### src/rtl/dual_request_queue_if.sv
// dual_request_queue_if: the two producer request channels, their flush controls,
// and the merged memory-side output port of dual_request_queue.
// master = producer/memory side (drives requests, flushes, out_ready);
// slave = queue side (drives stalls, merged output, drop_count).
// Widths normally come from defines.vh; the guards below supply defaults if it is absent.
`ifndef ADDRESS_WIDTH
`define ADDRESS_WIDTH 32
`endif
`ifndef ID_WIDTH
`define ID_WIDTH 8
`endif

interface dual_request_queue_if;
  logic [`ADDRESS_WIDTH-1:0] in_address_1;
  logic [`ID_WIDTH-1:0]      in_id_1;
  logic                      in_valid_1;
  logic                      out_stall_1;
  logic                      flush_1;
  logic [`ID_WIDTH-1:0]      flush_id_1;

  logic [`ADDRESS_WIDTH-1:0] in_address_2;
  logic [`ID_WIDTH-1:0]      in_id_2;
  logic                      in_valid_2;
  logic                      out_stall_2;
  logic                      flush_2;
  logic [`ID_WIDTH-1:0]      flush_id_2;

  logic [`ADDRESS_WIDTH-1:0] out_address;
  logic [`ID_WIDTH-1:0]      out_id;
  logic                      out_channel;
  logic                      out_valid;
  logic                      out_ready;
  logic [7:0]                drop_count;

  modport master (
    output in_address_1, in_id_1, in_valid_1, flush_1, flush_id_1,
    output in_address_2, in_id_2, in_valid_2, flush_2, flush_id_2,
    output out_ready,
    input  out_stall_1, out_stall_2,
    input  out_address, out_id, out_channel, out_valid, drop_count
  );

  modport slave (
    input  in_address_1, in_id_1, in_valid_1, flush_1, flush_id_1,
    input  in_address_2, in_id_2, in_valid_2, flush_2, flush_id_2,
    input  out_ready,
    output out_stall_1, out_stall_2,
    output out_address, out_id, out_channel, out_valid, drop_count
  );
endinterface

### src/rtl/dual_request_queue.sv
// dual_request_queue: two per-channel request FIFOs with flush-by-ID, merged round-robin
//   onto one registered valid/ready output. Ports: clk, reset (async, active-high), bus (slave).
// Latency: 2 edges from acceptance to out_valid when idle; 1 request/cycle aggregate.
// Backpressure: out_stall_n = FIFO n full (registered state only); out_* hold while !out_ready.
`ifndef ADDRESS_WIDTH
`define ADDRESS_WIDTH 32
`endif
`ifndef ID_WIDTH
`define ID_WIDTH 8
`endif

module dual_request_queue #(
  parameter int DEPTH = 4,
  parameter int PTR_W = 2
) (
  input  logic                clk,
  input  logic                reset,
  dual_request_queue_if.slave bus
);
  localparam int AW = `ADDRESS_WIDTH;
  localparam int IW = `ID_WIDTH;
  localparam int DW = $clog2(DEPTH + 2);  // holds up to DEPTH kills plus one dropped push
  localparam logic [PTR_W:0] FULL_CNT = (PTR_W+1)'(DEPTH);

  // Channel-indexed views of the interface (index 0 = channel 1).
  logic [AW-1:0] in_addr  [2];
  logic [IW-1:0] in_id    [2];
  logic          in_vld   [2];
  logic          flush    [2];
  logic [IW-1:0] flush_id [2];

  assign in_addr[0]  = bus.in_address_1;
  assign in_addr[1]  = bus.in_address_2;
  assign in_id[0]    = bus.in_id_1;
  assign in_id[1]    = bus.in_id_2;
  assign in_vld[0]   = bus.in_valid_1;
  assign in_vld[1]   = bus.in_valid_2;
  assign flush[0]    = bus.flush_1;
  assign flush[1]    = bus.flush_2;
  assign flush_id[0] = bus.flush_id_1;
  assign flush_id[1] = bus.flush_id_2;

  // Storage. Invariant: live bits of unoccupied slots are always 0 (cleared on pop),
  // so a live head implies a non-empty FIFO and kills never hit stale slots.
  logic [AW-1:0]    mem_addr [2][DEPTH];
  logic [IW-1:0]    mem_id   [2][DEPTH];
  logic [DEPTH-1:0] mem_live [2];
  logic [PTR_W-1:0] wr_ptr   [2];
  logic [PTR_W-1:0] rd_ptr   [2];
  logic [PTR_W:0]   count    [2];
  logic             rr;  // 0: channel 1 wins the next tie, 1: channel 2

  logic [AW-1:0] out_address_q;
  logic [IW-1:0] out_id_q;
  logic          out_channel_q;
  logic          out_valid_q;
  logic [7:0]    drop_q;

  logic             stall     [2];
  logic             push      [2];
  logic             push_live [2];
  logic             head_dead [2];
  logic             elig      [2];
  logic             grant     [2];
  logic             pop       [2];
  logic [DEPTH-1:0] kill      [2];
  logic [DEPTH-1:0] live_nxt  [2];
  logic [DW-1:0]    drops     [2];
  logic             load_en;
  logic             rr_nxt;
  logic [8:0]       drop_sum;

  always_comb begin
    load_en  = !out_valid_q || bus.out_ready;
    rr_nxt   = rr;
    drop_sum = '0;
    for (int c = 0; c < 2; c++) begin
      stall[c]     = (count[c] == FULL_CNT);
      push[c]      = in_vld[c] && !stall[c];
      push_live[c] = !(flush[c] && (in_id[c] == flush_id[c]));
      drops[c]     = '0;
      for (int i = 0; i < DEPTH; i++) begin
        kill[c][i] = flush[c] && mem_live[c][i] && (mem_id[c][i] == flush_id[c]);
        drops[c]   = drops[c] + DW'(kill[c][i]);
      end
      if (push[c] && !push_live[c]) drops[c] = drops[c] + DW'(1);
      head_dead[c] = (count[c] != '0) && !mem_live[c][rd_ptr[c]];
      // A head being killed this edge is not granted; it becomes a dead head next cycle.
      elig[c]      = mem_live[c][rd_ptr[c]] && !kill[c][rd_ptr[c]];
      grant[c]     = 1'b0;
    end

    if (load_en) begin
      if (elig[0] && elig[1]) begin
        grant[0] = !rr;
        grant[1] = rr;
        rr_nxt   = !rr;
      end else begin
        grant[0] = elig[0];
        grant[1] = elig[1];
      end
    end

    for (int c = 0; c < 2; c++) begin
      pop[c]      = head_dead[c] || grant[c];
      live_nxt[c] = mem_live[c] & ~kill[c];
      if (pop[c])  live_nxt[c][rd_ptr[c]] = 1'b0;
      if (push[c]) live_nxt[c][wr_ptr[c]] = push_live[c];
    end

    drop_sum = {1'b0, drop_q} + 9'(drops[0]) + 9'(drops[1]);
  end

  always_ff @(posedge clk) begin
    for (int c = 0; c < 2; c++) begin
      if (push[c]) begin
        mem_addr[c][wr_ptr[c]] <= in_addr[c];
        mem_id[c][wr_ptr[c]]   <= in_id[c];
      end
    end
  end

  always_ff @(posedge clk or posedge reset) begin
    if (reset) begin
      for (int c = 0; c < 2; c++) begin
        wr_ptr[c]   <= '0;
        rd_ptr[c]   <= '0;
        count[c]    <= '0;
        mem_live[c] <= '0;
      end
      rr            <= 1'b0;
      out_address_q <= '0;
      out_id_q      <= '0;
      out_channel_q <= 1'b0;
      out_valid_q   <= 1'b0;
      drop_q        <= '0;
    end else begin
      for (int c = 0; c < 2; c++) begin
        mem_live[c] <= live_nxt[c];
        if (push[c]) wr_ptr[c] <= wr_ptr[c] + PTR_W'(1);
        if (pop[c])  rd_ptr[c] <= rd_ptr[c] + PTR_W'(1);
        count[c] <= count[c] + (PTR_W+1)'(push[c]) - (PTR_W+1)'(pop[c]);
      end
      rr <= rr_nxt;
      if (load_en) begin
        if (grant[0] || grant[1]) begin
          out_valid_q   <= 1'b1;
          out_channel_q <= grant[1];
          out_address_q <= grant[1] ? mem_addr[1][rd_ptr[1]] : mem_addr[0][rd_ptr[0]];
          out_id_q      <= grant[1] ? mem_id[1][rd_ptr[1]]   : mem_id[0][rd_ptr[0]];
        end else begin
          out_valid_q <= 1'b0;
        end
      end
      drop_q <= drop_sum[8] ? 8'hFF : drop_sum[7:0];
    end
  end

  assign bus.out_stall_1 = stall[0];
  assign bus.out_stall_2 = stall[1];
  assign bus.out_address = out_address_q;
  assign bus.out_id      = out_id_q;
  assign bus.out_channel = out_channel_q;
  assign bus.out_valid   = out_valid_q;
  assign bus.drop_count  = drop_q;
endmodule

### src/flat_wrapper.sv
// flat-port wrapper written by rule: the top's interface ports become plain ports
module dual_request_queue_flat 
#(
  parameter int DEPTH = 4,
  parameter int PTR_W = 2
)
  (clk, reset, bus_in_address_1, bus_in_id_1, bus_in_valid_1, bus_flush_1, bus_flush_id_1, bus_in_address_2, bus_in_id_2, bus_in_valid_2, bus_flush_2, bus_flush_id_2, bus_out_ready, bus_out_stall_1, bus_out_stall_2, bus_out_address, bus_out_id, bus_out_channel, bus_out_valid, bus_drop_count);
  dual_request_queue_if bus_i ();
  input  logic clk;
  input  logic reset;
  input wire logic [$bits(bus_i.in_address_1)-1:0] bus_in_address_1;
  input wire logic [$bits(bus_i.in_id_1)-1:0] bus_in_id_1;
  input wire logic [$bits(bus_i.in_valid_1)-1:0] bus_in_valid_1;
  input wire logic [$bits(bus_i.flush_1)-1:0] bus_flush_1;
  input wire logic [$bits(bus_i.flush_id_1)-1:0] bus_flush_id_1;
  input wire logic [$bits(bus_i.in_address_2)-1:0] bus_in_address_2;
  input wire logic [$bits(bus_i.in_id_2)-1:0] bus_in_id_2;
  input wire logic [$bits(bus_i.in_valid_2)-1:0] bus_in_valid_2;
  input wire logic [$bits(bus_i.flush_2)-1:0] bus_flush_2;
  input wire logic [$bits(bus_i.flush_id_2)-1:0] bus_flush_id_2;
  input wire logic [$bits(bus_i.out_ready)-1:0] bus_out_ready;
  output wire logic [$bits(bus_i.out_stall_1)-1:0] bus_out_stall_1;
  output wire logic [$bits(bus_i.out_stall_2)-1:0] bus_out_stall_2;
  output wire logic [$bits(bus_i.out_address)-1:0] bus_out_address;
  output wire logic [$bits(bus_i.out_id)-1:0] bus_out_id;
  output wire logic [$bits(bus_i.out_channel)-1:0] bus_out_channel;
  output wire logic [$bits(bus_i.out_valid)-1:0] bus_out_valid;
  output wire logic [$bits(bus_i.drop_count)-1:0] bus_drop_count;
  assign bus_i.in_address_1 = bus_in_address_1;
  assign bus_i.in_id_1 = bus_in_id_1;
  assign bus_i.in_valid_1 = bus_in_valid_1;
  assign bus_i.flush_1 = bus_flush_1;
  assign bus_i.flush_id_1 = bus_flush_id_1;
  assign bus_i.in_address_2 = bus_in_address_2;
  assign bus_i.in_id_2 = bus_in_id_2;
  assign bus_i.in_valid_2 = bus_in_valid_2;
  assign bus_i.flush_2 = bus_flush_2;
  assign bus_i.flush_id_2 = bus_flush_id_2;
  assign bus_i.out_ready = bus_out_ready;
  assign bus_out_stall_1 = bus_i.out_stall_1;
  assign bus_out_stall_2 = bus_i.out_stall_2;
  assign bus_out_address = bus_i.out_address;
  assign bus_out_id = bus_i.out_id;
  assign bus_out_channel = bus_i.out_channel;
  assign bus_out_valid = bus_i.out_valid;
  assign bus_drop_count = bus_i.drop_count;
  dual_request_queue #(.DEPTH(DEPTH), .PTR_W(PTR_W)) u_core (.clk(clk), .reset(reset), .bus(bus_i));
endmodule
### config.mk
export PLATFORM = sky130hd
export DESIGN_NAME = dual_request_queue_flat
export DESIGN_NICKNAME = d
export VERILOG_FILES = /design/src/rtl/dual_request_queue_if.sv /design/src/rtl/dual_request_queue.sv /design/src/flat_wrapper.sv
export SDC_FILE = /design/constraint.sdc
export NUM_CORES = 1
export LEC_CHECK = 0
export CAP_MARGIN = 30
export CELL_PAD_IN_SITES_DETAIL_PLACEMENT = 1
export CELL_PAD_IN_SITES_GLOBAL_PLACEMENT = 1
export CORE_UTILIZATION = 45
export CTS_CLUSTER_DIAMETER = 200
export DETAILED_ROUTE_END_ITERATION = 8
export PLACE_DENSITY_LB_ADDON = 0.1
export SLEW_MARGIN = 0
export SYNTH_ARGS = -nofsm -noshare
export SYNTH_HDL_FRONTEND = slang
export SYNTH_SLANG_ARGS = --single-unit
### constraint.sdc
create_clock -name clk -period 5.06 [get_ports clk]
set_clock_uncertainty 0.2 [all_clocks]
set_input_delay 1.012 -clock clk [delete_from_list [all_inputs] [get_ports clk]]
set_output_delay 1.012 -clock clk [all_outputs]
set_load 0.005 [all_outputs]
==> summary.txt <==
Run status
  • Outcome: finished, final reports clean

CTS
  • Root buffer cell: clkbuf_16
  • Clk slew on worst S/H paths: 60 ps
  • CTS H-tree depth: 2
  • Clk Latency, worst-skew pair: 550 ps
  • Max Root-Sink Buffers: 3
  • Inserted Clock Buffers: 42
  • Sink Count: 393
  • CTS tree: done
  • Hold-fix buffers at CTS: 0

Timing
  • Setup Viol. Count Final: 0
  • Max-slew headroom: 0.387
  • Final hold violations: 0
  • Worst Max-Slew Pin Slew: 919 ps
  • Final count of pins violating max slew: 0
  • Final min period: 4870 ps
  • F_max: 0.205 GHz
  • RSZ-0062 raised after global routing: no
  • Period utilisation layout: 0.963

Detailed routing
  • Antenna-violating nets left: 0
  • DR WL met3: 2020 um
  • Total number of vias: 9308
  • Routed WL: 42000 um
  • Met2 wire len: 20500 um
  • Iter 0 DRT Violations: 437
  • Routed vias/inst: 5.36
  • 1st-pass router iterations: 5
  • Top Layer Used: met5
  • DRC: 0
  • Met1 Wirelength: 18300 um
  • WL per Instance: 24.1 um

Placed design
  • Input/output buffers: 154
  • Placed cell area: 19700 sq um
  • Post-DP HPWL: 27800 um
  • Gpl congestion: 0.841

Synthesis
  • Syn_nets: 1106
  • Post-Syn Area: 17100 sq um
  • Yosys top cell by area: edfxtp_1
  • Top-area cell type share of the netlist area: 0.561
  • Synth Flop Type: edfxtp_1
  • Synth area leaders: edfxtp_1 (56%), mux4_2 (11%), dfrtp_1 (11%)
  • Post-synthesis sequential area ratio: 0.667
  • Synth Instances: 966
  • Synth Register Bits: 393
  • Yosys Warn Count: 0
  • Syn_area_per_cell: 17.7 sq um
  • Post-synth cell types: 46
  • Ys async rst share: 0.186
  • Post-synth EDFFs: 320
  • Top cells by count, synth: edfxtp_1 (320), mux2i_1 (123), mux4_2 (82)
  • Top-count cell post-synth: edfxtp_1

Cells and area
  • Layout cell share with drive strength beyond 1: 0.213
  • Total Nets Final: 1333
  • Area Overhead vs Synth: 23.1%
  • Finished Cell Area: 21100 sq um

Setup path
  • Element type at the critical path end: flop
  • CP required: 5280 ps
  • Startpoint Class: input port
  • Reg2Reg Setup Slack: 490 ps
  • Crit path max fanout: 3
  • Critical setup path kind: input port to flop
  • Arrival time at the worst endpoint: 5090 ps

Power and ir drop
  • Peak supply drop: 0.421 mV
  • Pwr Total: 0.0125 W
  • Static power due to leakage: 7.83 nW
  • Power Dens Cells: 594 nW/um^2

Floorplan
  • Die width: 197 um
  • Initial core utilization: 0.456
  • Die height: 197 um
  • Core box area: 37600 sq um
  • IO Pins: 155
  • Row count: 71
  • Die area: 38900 sq um

Min path
  • Min-Delay Path Class: flop to flop

Global routing
  • First-pass GRT wire length: 63000 um
  • Total GRT Usage: 0.222
  • Pin count of the biggest net entering global routing: 43
  • Grt ovf: 0
  • Antenna violations before repair: 5
  • Vias in the first global route: 10.3k

Flow run
  • Max Cap Violations: 0
-- registers in the layout, summed over array words and instances, names as in the netlist --
register and cells:
u_core.mem_addr 256, u_core.mem_id 64, u_core.bus.out_address 32, u_core.bus.drop_count 8, u_core.bus.out_id 8, u_core.mem_live 8
u_core.count 6, u_core.rd_ptr 4, u_core.wr_ptr 4, u_core.bus.out_channel 1, u_core.bus.out_valid 1, u_core.rr 1
-- worst paths after layout --
check / startpoint / end / depth (start not counted)
max in group asynchronous: reset / u_core.rd_ptr[2]$_DFFE_PP0N_ / 3
worst min-delay path: u_core.bus.out_channel$_DFFE_PP0P_ / u_core.bus.out_channel$_DFFE_PP0P_ / 1
worst max register to register: u_core.mem_id[0][49]$_DFFE_PP_ / u_core.bus.drop_count[7]$_DFF_PP0_ / 18
worst min register to register: u_core.bus.out_channel$_DFFE_PP0P_ / u_core.bus.out_channel$_DFFE_PP0P_ / 1
min in group asynchronous: reset / u_core.bus.drop_count[5]$_DFF_PP0_ / 2
worst max-delay path: bus_flush_id_2[1] / u_core.bus.drop_count[7]$_DFF_PP0_ / 19
-- through the flow --
step | utilization | setup TNS (ps) | setup WS [ps] | hold WS (ps) | std cells
floorplan | - | -16.1 | -16.1 | 260 | 966
global route | 0.561 | 0 | 8.08 | 310 | 1737
finish | 0.561 | 0 | 185 | 299 | 1738
global placement | 0.524 | -4740 | -649 | 275 | 1657
detailed placement | 0.524 | -5530 | -722 | 282 | 1657
CTS | 0.560 | 0 | 7.33 | 301 | 1735
-- layout make-up --
type	count	area [sq um]
antenna	2	5.00
sequential	393	11400
tap	511	639
inverter	43	163
fill	3451	16500
multi-input combinational	479	5420
clock buffer	61	1170
clock inverter	15	78.8
timing repair buffer	234	2160
-- worst max-delay path: stages --
cell	delay (ps)
dlygate4sd2_1	270
xor2_1	170
nor4_2	320
buf_4	170
nand3_1	90
inv_1	90
ha_1	130
inv_1	50
fa_1	490
inv_2	50
fa_1	480
mux2i_1	90
fa_1	520
inv_1	50
ha_2	170
fa_2	340
a21o_1	180
nand4_1	90
mux2_2	330
-- cells in the final DEF (no fill, tap or decap), drive strengths merged, types with 2 or more instances in the layout --
master / n
a21o: 5
a21oi: 6
and2: 3
and3: 7
buf: 80
clkbuf: 61
clkdlybuf4s50: 137
clkinv: 16
dfrtp: 73
diode: 2
dlygate4sd2: 11
dlymetal6s2s: 6
edfxtp: 320
fa: 10
ha: 27
inv: 42
mux2: 4
mux2i: 123
mux4: 82
nand2: 29
nand2b: 5
nand3: 17
nand4: 9
nor2: 9
nor2b: 2
nor3: 13
nor3b: 2
nor4: 9
o21ai: 5
o22ai: 3
o2bb2ai: 2
o31ai: 3
xnor2: 46
xor2: 48
-- routing by layer --
metal / GRT usage / vias up
li1: - / 4165
met1: 0.294 / 4855
met2: 0.370 / 208
met3: 0.0437 / 76
met4: 0.0715 / 4
met5: 0 / -
-- power by group --
group	internal (W)	switching, W	total [W]
sequential	0.00441	0.000520	0.00492
clock	0.00161	0.00122	0.00283
combinational	0.00233	0.00245	0.00478
total	0.00834	0.00419	0.0125
-- cells by family (layout without fill, tap and decap cells) --
group	Yosys count	after routing	synth area share
flip-flops	393	393	0.667
multiplexers	209	209	0.183
AND/OR/NAND/NOR	107	107	0.0322
XOR/XNOR	94	94	0.0481
buffers and inverters	94	353	0.0242
adder cells (fa/ha/maj)	37	37	0.0314
AO/OA/AOI/OAI	32	32	0.0139
other	0	2	0
-- what timing repair did --
item / 4_1_cts / 5_1_grt
pin swaps: 9 / 8
gates resized for setup: 26 / 10
buffers inserted: 2 / 1
endpoints found under the setup margin: 8 / 8
No activity file was read; power rests on OpenSTA's default activity.
